**config.mk**
```make
export PLATFORM = sky130hd
export DESIGN_NAME = alu_rs
export DESIGN_NICKNAME = d
export VERILOG_FILES = /design/src/rtl/alu_rs.sv
export SDC_FILE = /design/constraint.sdc
export NUM_CORES = 2
export LEC_CHECK = 0
export CAP_MARGIN = 20
export CELL_PAD_IN_SITES_DETAIL_PLACEMENT = 0
export CELL_PAD_IN_SITES_GLOBAL_PLACEMENT = 2
export CORE_ASPECT_RATIO = 1.4
export CORE_MARGIN = 2
export CORE_UTILIZATION = 42
export CTS_BUF_LIST = sky130_fd_sc_hd__clkbuf_16
export CTS_CLUSTER_SIZE = 8
export DETAILED_ROUTE_END_ITERATION = 8
export PLACE_DENSITY_LB_ADDON = 0.25
export SYNTH_ARGS = -nofsm -noshare
export SYNTH_HDL_FRONTEND = slang
export SYNTH_SLANG_ARGS = --single-unit
```
**constraint.sdc**
```tcl
create_clock -name clk -period 4.7 [get_ports clk]
set_clock_uncertainty 0.15 [all_clocks]
set_input_delay 0.94 -clock clk [delete_from_list [all_inputs] [get_ports clk]]
set_output_delay 0.94 -clock clk [all_outputs]
set_load 0.01 [all_outputs]
```
**src/rtl/alu_rs.sv**
```systemverilog
// alu_rs: reservation station and issue scheduler feeding the integer ALU.
// Holds up to DEPTH dispatched ops, snoops two CDBs to wake pending operands,
// and issues the lowest-index ready entry each cycle via registered outputs.
module alu_rs #(
    parameter int DEPTH = 8,
    parameter int ROB_W = 4,
    parameter int OP_W  = 6,
    parameter int XLEN  = 32
) (
    input  logic             clk,
    input  logic             rst,
    input  logic             rdy,
    input  logic             jp_wrong,

    input  logic             dsp_flag,
    input  logic [OP_W-1:0]  dsp_insty,
    input  logic             dsp_q1_busy,
    input  logic             dsp_q2_busy,
    input  logic [ROB_W-1:0] dsp_q1,
    input  logic [ROB_W-1:0] dsp_q2,
    input  logic [XLEN-1:0]  dsp_v1,
    input  logic [XLEN-1:0]  dsp_v2,
    input  logic [ROB_W-1:0] dsp_rob_idx,
    output logic             rs_full,

    input  logic             cdb0_flag,
    input  logic [ROB_W-1:0] cdb0_idx,
    input  logic [XLEN-1:0]  cdb0_val,
    input  logic             cdb1_flag,
    input  logic [ROB_W-1:0] cdb1_idx,
    input  logic [XLEN-1:0]  cdb1_val,

    output logic             ins_flag,
    output logic [OP_W-1:0]  insty,
    output logic [XLEN-1:0]  val1,
    output logic [XLEN-1:0]  val2,
    output logic [ROB_W-1:0] ROB_idx
);

    localparam int IDX_W = (DEPTH > 1) ? $clog2(DEPTH) : 1;
    localparam int CNT_W = $clog2(DEPTH) + 1;

    // Registered entry state
    logic             r_busy    [DEPTH];
    logic [OP_W-1:0]  r_insty   [DEPTH];
    logic             r_q1_busy [DEPTH];
    logic [ROB_W-1:0] r_q1      [DEPTH];
    logic [XLEN-1:0]  r_v1      [DEPTH];
    logic             r_q2_busy [DEPTH];
    logic [ROB_W-1:0] r_q2      [DEPTH];
    logic [XLEN-1:0]  r_v2      [DEPTH];
    logic [ROB_W-1:0] r_rob     [DEPTH];

    logic [CNT_W-1:0] r_count;

    // Registered issue port
    logic             r_ins_flag;
    logic [OP_W-1:0]  r_insty_o;
    logic [XLEN-1:0]  r_val1;
    logic [XLEN-1:0]  r_val2;
    logic [ROB_W-1:0] r_rob_o;

    // Next-state entry values
    logic             w_nxt_busy    [DEPTH];
    logic [OP_W-1:0]  w_nxt_insty   [DEPTH];
    logic             w_nxt_q1_busy [DEPTH];
    logic [ROB_W-1:0] w_nxt_q1      [DEPTH];
    logic [XLEN-1:0]  w_nxt_v1      [DEPTH];
    logic             w_nxt_q2_busy [DEPTH];
    logic [ROB_W-1:0] w_nxt_q2      [DEPTH];
    logic [XLEN-1:0]  w_nxt_v2      [DEPTH];
    logic [ROB_W-1:0] w_nxt_rob     [DEPTH];

    logic             w_free_found;
    logic [IDX_W-1:0] w_free_idx;
    logic             w_rdy_found;
    logic [IDX_W-1:0] w_rdy_idx;
    logic             w_full;
    logic             w_dsp_acc;
    logic             w_issue;

    logic             w_dsp_q1_busy;
    logic [XLEN-1:0]  w_dsp_v1;
    logic             w_dsp_q2_busy;
    logic [XLEN-1:0]  w_dsp_v2;

    // Resolve one pending operand against both CDBs; cdb0 wins on a tag tie.
    // Result is {still_busy, value}.
    function automatic logic [XLEN:0] snoop(input logic             busy,
                                            input logic [ROB_W-1:0] tag,
                                            input logic [XLEN-1:0]  val);
        logic [XLEN:0] res;
        res = {busy, val};
        if (busy) begin
            if (cdb0_flag && (cdb0_idx == tag)) begin
                res = {1'b0, cdb0_val};
            end else if (cdb1_flag && (cdb1_idx == tag)) begin
                res = {1'b0, cdb1_val};
            end
        end
        return res;
    endfunction

    assign w_full    = (r_count == CNT_W'(DEPTH));
    assign w_dsp_acc = dsp_flag && !w_full && w_free_found;
    assign w_issue   = w_rdy_found;

    assign rs_full  = w_full;
    assign ins_flag = r_ins_flag;
    assign insty    = r_insty_o;
    assign val1     = r_val1;
    assign val2     = r_val2;
    assign ROB_idx  = r_rob_o;

    // Lowest-index free entry (scan downward so the lowest match wins)
    always_comb begin
        w_free_found = 1'b0;
        w_free_idx   = '0;
        for (int i = DEPTH - 1; i >= 0; i--) begin
            if (!r_busy[i]) begin
                w_free_found = 1'b1;
                w_free_idx   = IDX_W'(i);
            end
        end
    end

    // Lowest-index ready entry, judged on registered state only
    always_comb begin
        w_rdy_found = 1'b0;
        w_rdy_idx   = '0;
        for (int i = DEPTH - 1; i >= 0; i--) begin
            if (r_busy[i] && !r_q1_busy[i] && !r_q2_busy[i]) begin
                w_rdy_found = 1'b1;
                w_rdy_idx   = IDX_W'(i);
            end
        end
    end

    // Dispatched operands may be satisfied by a same-cycle CDB broadcast
    always_comb begin
        w_dsp_q1_busy = dsp_q1_busy;
        w_dsp_v1      = dsp_v1;
        w_dsp_q2_busy = dsp_q2_busy;
        w_dsp_v2      = dsp_v2;
        {w_dsp_q1_busy, w_dsp_v1} = snoop(dsp_q1_busy, dsp_q1, dsp_v1);
        {w_dsp_q2_busy, w_dsp_v2} = snoop(dsp_q2_busy, dsp_q2, dsp_v2);
    end

    // Per-entry next state: wakeup, then issue frees, then dispatch writes
    always_comb begin
        for (int i = 0; i < DEPTH; i++) begin
            w_nxt_busy[i]    = r_busy[i];
            w_nxt_insty[i]   = r_insty[i];
            w_nxt_q1_busy[i] = r_q1_busy[i];
            w_nxt_q1[i]      = r_q1[i];
            w_nxt_v1[i]      = r_v1[i];
            w_nxt_q2_busy[i] = r_q2_busy[i];
            w_nxt_q2[i]      = r_q2[i];
            w_nxt_v2[i]      = r_v2[i];
            w_nxt_rob[i]     = r_rob[i];

            if (r_busy[i]) begin
                {w_nxt_q1_busy[i], w_nxt_v1[i]} = snoop(r_q1_busy[i], r_q1[i], r_v1[i]);
                {w_nxt_q2_busy[i], w_nxt_v2[i]} = snoop(r_q2_busy[i], r_q2[i], r_v2[i]);
            end

            if (w_issue && (w_rdy_idx == IDX_W'(i))) begin
                w_nxt_busy[i] = 1'b0;
            end

            if (w_dsp_acc && (w_free_idx == IDX_W'(i))) begin
                w_nxt_busy[i]    = 1'b1;
                w_nxt_insty[i]   = dsp_insty;
                w_nxt_q1_busy[i] = w_dsp_q1_busy;
                w_nxt_q1[i]      = dsp_q1;
                w_nxt_v1[i]      = w_dsp_v1;
                w_nxt_q2_busy[i] = w_dsp_q2_busy;
                w_nxt_q2[i]      = dsp_q2;
                w_nxt_v2[i]      = w_dsp_v2;
                w_nxt_rob[i]     = dsp_rob_idx;
            end
        end
    end

    // Entry storage; a flush only needs to drop the busy bits
    always_ff @(posedge clk or negedge rst) begin
        if (!rst) begin
            for (int i = 0; i < DEPTH; i++) begin
                r_busy[i]    <= 1'b0;
                r_insty[i]   <= '0;
                r_q1_busy[i] <= 1'b0;
                r_q1[i]      <= '0;
                r_v1[i]      <= '0;
                r_q2_busy[i] <= 1'b0;
                r_q2[i]      <= '0;
                r_v2[i]      <= '0;
                r_rob[i]     <= '0;
            end
        end else if (rdy) begin
            if (jp_wrong) begin
                for (int i = 0; i < DEPTH; i++) begin
                    r_busy[i] <= 1'b0;
                end
            end else begin
                for (int i = 0; i < DEPTH; i++) begin
                    r_busy[i]    <= w_nxt_busy[i];
                    r_insty[i]   <= w_nxt_insty[i];
                    r_q1_busy[i] <= w_nxt_q1_busy[i];
                    r_q1[i]      <= w_nxt_q1[i];
                    r_v1[i]      <= w_nxt_v1[i];
                    r_q2_busy[i] <= w_nxt_q2_busy[i];
                    r_q2[i]      <= w_nxt_q2[i];
                    r_v2[i]      <= w_nxt_v2[i];
                    r_rob[i]     <= w_nxt_rob[i];
                end
            end
        end
    end

    // Occupancy counter; a dispatch and an issue in the same cycle cancel out
    always_ff @(posedge clk or negedge rst) begin
        if (!rst) begin
            r_count <= '0;
        end else if (rdy) begin
            if (jp_wrong) begin
                r_count <= '0;
            end else begin
                case ({w_dsp_acc, w_issue})
                    2'b10:   r_count <= r_count + CNT_W'(1);
                    2'b01:   r_count <= r_count - CNT_W'(1);
                    default: r_count <= r_count;
                endcase
            end
        end
    end

    // Issue register toward the ALU; payload holds when nothing issues
    always_ff @(posedge clk or negedge rst) begin
        if (!rst) begin
            r_ins_flag <= 1'b0;
            r_insty_o  <= '0;
            r_val1     <= '0;
            r_val2     <= '0;
            r_rob_o    <= '0;
        end else if (rdy) begin
            if (jp_wrong) begin
                r_ins_flag <= 1'b0;
            end else begin
                r_ins_flag <= w_issue;
                if (w_issue) begin
                    r_insty_o <= r_insty[w_rdy_idx];
                    r_val1    <= r_v1[w_rdy_idx];
                    r_val2    <= r_v2[w_rdy_idx];
                    r_rob_o   <= r_rob[w_rdy_idx];
                end
            end
        end
    end

endmodule

```
==> impl_metrics.ini <==
[timing]
setup_viol = 0
rsz0062_at_grt = false
tightestPinTransition_ns = 1.21
fmax_mhz = 262
finalHoldViolations = 0
drv_slew = 0
min_period_ns = 3.82
relSlewSlack_pct = 19.2
finalSetupTns_ns = 0
period_share_pct = 81.3

[logic_synthesis]
ys_warn_count = 0
yosysSeqAreaShare_pct = 42.4
ys_types = 71
synth-edff-count = 0
synth_area_per_cell_um2 = 9.58
synth_seq_cells = 759
synth_ff_type = dfrtp_1
synth.cell_area_um2 = 44800
synthCells = 4683
syn-num-nets = 4848
synth_async_sr_flop_share_pct = 100

[route]
drc = 0
antenna_left = 0
via_per_inst = 6.97
vias = 42700
drt_wl_total_mm = 210
first_pass_iters = 6
wire_per_inst_um = 34.3
drt_iter0_markers = 4994

[clock_tree]
post_cts_buffers = 0
ctsHoldBuffers = 0
clock_path_buffers = 3
cts-resized-gates = 0
cts_tree = yes
cts.sinks = 759
clk_latency_ns = 0.71
cts_buffers = 104
clkTransAtPathRegs_ns = 0.05
htreeDepth = 3
cts-root-buf = clkbuf_16

[flow_run]
maxCapViolCount = 0

[layout]
syn_to_final_growth_pct = 17.8
final_cell_mix = 759 x dfrtp_1, 550 x nand2_1, 370 x mux2i_1
fin_nets = 4923
layout_commonest_cell = dfrtp_1
drive_above_1_share_pct = 16.0
seqCellArea_um2 = 19000
multi_input_area_um2 = 23900
nFillCells = 9881

[critical_path]
critPathMaxFanout = 17
cp.required_ns = 5.09
path_cells = or4b_4 -> inv_2 -> or3_1 -> nor3b_1 -> nand2_1 -> nand2_1 -> nor2_4 -> buf_4 -> a221oi_1
crit_arrival_ns = 4.21
reg2reg_slack_ns = 0.88
worst_path_most_repeated_cell = nand2_1
crit_buf_inv = 2
crit_type = flop to flop
path_delay_family = simple AND/OR/NAND/NOR gates
cp_slowest_stage_delay_ns = 0.69
end_kind = flop
start_kind = flop
critical_path.slowest_cell = nor2_4

[global_route]
grt_pass1_vias = 42500
grt_start_max_net_pins = 118
grt_pass1_wl_mm = 303
grt.overflow.total = 0
grt_use_total_pct = 37.8
antenna_found_initial = 8

[floorplanning]
die_h_um = 391
initial_core_util_pct = 42.4
io_pins = 239
rows = 141
core_um2 = 106000
dieArea_um2 = 109000
die_x_um = 280

[power_and_ir_drop]
total_power_mw = 21.6
p_leak_nw = 21.0
ir_drop_v = 0.000264
power.density_nw_per_um2 = 409

[min_path]
hp-class = primary input to asynchronous set/reset pin

[run_status]
status = complete, no violations

[place]
hpwlAfterDp_mm = 130
port_buffers = 238
gp_congestion = 0.941
registers in the layout, indices dropped and copies added (netlist names), 8 cells and up:
name and count:
r_q1_busy 8, r_q2_busy 8, r_insty 48, r_q2 32, val2 32, r_v1 256
r_rob 32, r_q1 32, r_busy 8, r_v2 256, val1 32
report_power, final:
part | internal (mW) | switching (mW)
logic | 2.57 | 3.17
clock network | 3.92 | 2.95
registers | 7.93 | 1.10
total | 14.4 | 7.21
Yosys cell counts (5+ instances only):
| master | count | area, um^2 |
|---|---|---|
| or2_2 | 32 | 200 |
| nor4_2 | 10 | 125 |
| or3_1 | 11 | 68.8 |
| nor4_4 | 5 | 106 |
| mux2_2 | 136 | 1530 |
| a2bb2oi_1 | 36 | 315 |
| o221ai_1 | 268 | 2350 |
| a221o_1 | 94 | 941 |
| a22oi_1 | 178 | 1340 |
| buf_2 | 94 | 470 |
| nand2_1 | 551 | 2070 |
| a221oi_1 | 170 | 1490 |
| buf_1 | 49 | 184 |
| inv_1 | 23 | 86.3 |
| a21o_1 | 16 | 120 |
| nand3b_1 | 6 | 45.0 |
| nor3b_1 | 7 | 52.6 |
| nor4_1 | 16 | 100 |
| nand2b_1 | 36 | 225 |
| nand3_1 | 10 | 50.1 |
| o211ai_1 | 9 | 67.6 |
| nor2_1 | 320 | 1200 |
| clkbuf_1 | 425 | 1600 |
| mux2i_1 | 370 | 3700 |
| xnor2_1 | 44 | 385 |
| a211oi_1 | 7 | 52.6 |
| a22o_1 | 57 | 499 |
| o221a_2 | 92 | 1040 |
| o21ai_0 | 117 | 586 |
| dfrtp_1 | 759 | 19000 |
| a21oi_1 | 263 | 1320 |
| nor3_1 | 20 | 100 |
| o22a_1 | 23 | 201 |
| and3_1 | 76 | 475 |
| o22ai_1 | 48 | 300 |
| xor2_1 | 102 | 893 |
| o21a_1 | 137 | 1030 |
| a31oi_1 | 5 | 31.3 |
| nor2b_1 | 8 | 50.1 |
metal layers:
layer / vias up / routed length [um] / track usage [%]
met2: 2538 / 95900 / 59.6
met3: 619 / 20000 / 8.44
li1: 17700 / - / -
met4: 12 / 12600 / 21.1
met1: 21800 / 81500 / 47.9
met5: - / 73 / 0
layout make-up:
class                      instances  area share (%)
multi-input combinational       3328            45.3
sequential                       759            36.0
timing repair buffer             541            10.3
clock buffer                     106            5.02
tap                             1358            3.22
inverter                          24           0.171
clock inverter                     4          0.0711
antenna                            2         0.00947
path summary, 6_finish.rpt:
kind | startpoint | endpoint | cells past startpoint
worst max-delay path | r_count[1]$_DFFE_PN0P_ | r_v1[10]$_DFFE_PN0P_ | 9
worst min-delay path | rst | val1[19]$_DFFE_PN0P_ | 1
worst max register to register | r_count[1]$_DFFE_PN0P_ | r_v1[10]$_DFFE_PN0P_ | 9
worst min register to register | r_insty[7]$_DFFE_PN0P_ | r_insty[7]$_DFFE_PN0P_ | 2
max in group asynchronous | rst | r_q1[17]$_DFFE_PN0P_ | 2
min in group clk | r_insty[7]$_DFFE_PN0P_ | r_insty[7]$_DFFE_PN0P_ | 2
kinds of logic after synthesis:
group           synth area share, %
buf+inv                        5.30
xor+xnor                       2.85
mux                            11.7
flops                          42.4
compound gates                 26.5
simple gates                   11.2
fa+ha+maj                    0.0558
through the flow:
stage,instances,area (um^2),utilization [%],hold WS [ns],setup WS (ns)
4_1_cts,6120,52800,50.0,0.162,0.984
2_1_floorplan,4683,44800,-,0.287,1.41
6_report,6122,52800,50.0,0.126,0.880
5_1_grt,6121,52800,50.0,0.183,0.781
3_3_place_gp,6009,50100,47.4,0.300,0.512
3_5_place_dp,6010,50100,47.4,0.309,0.406
(Power assumes the default switching activity.)
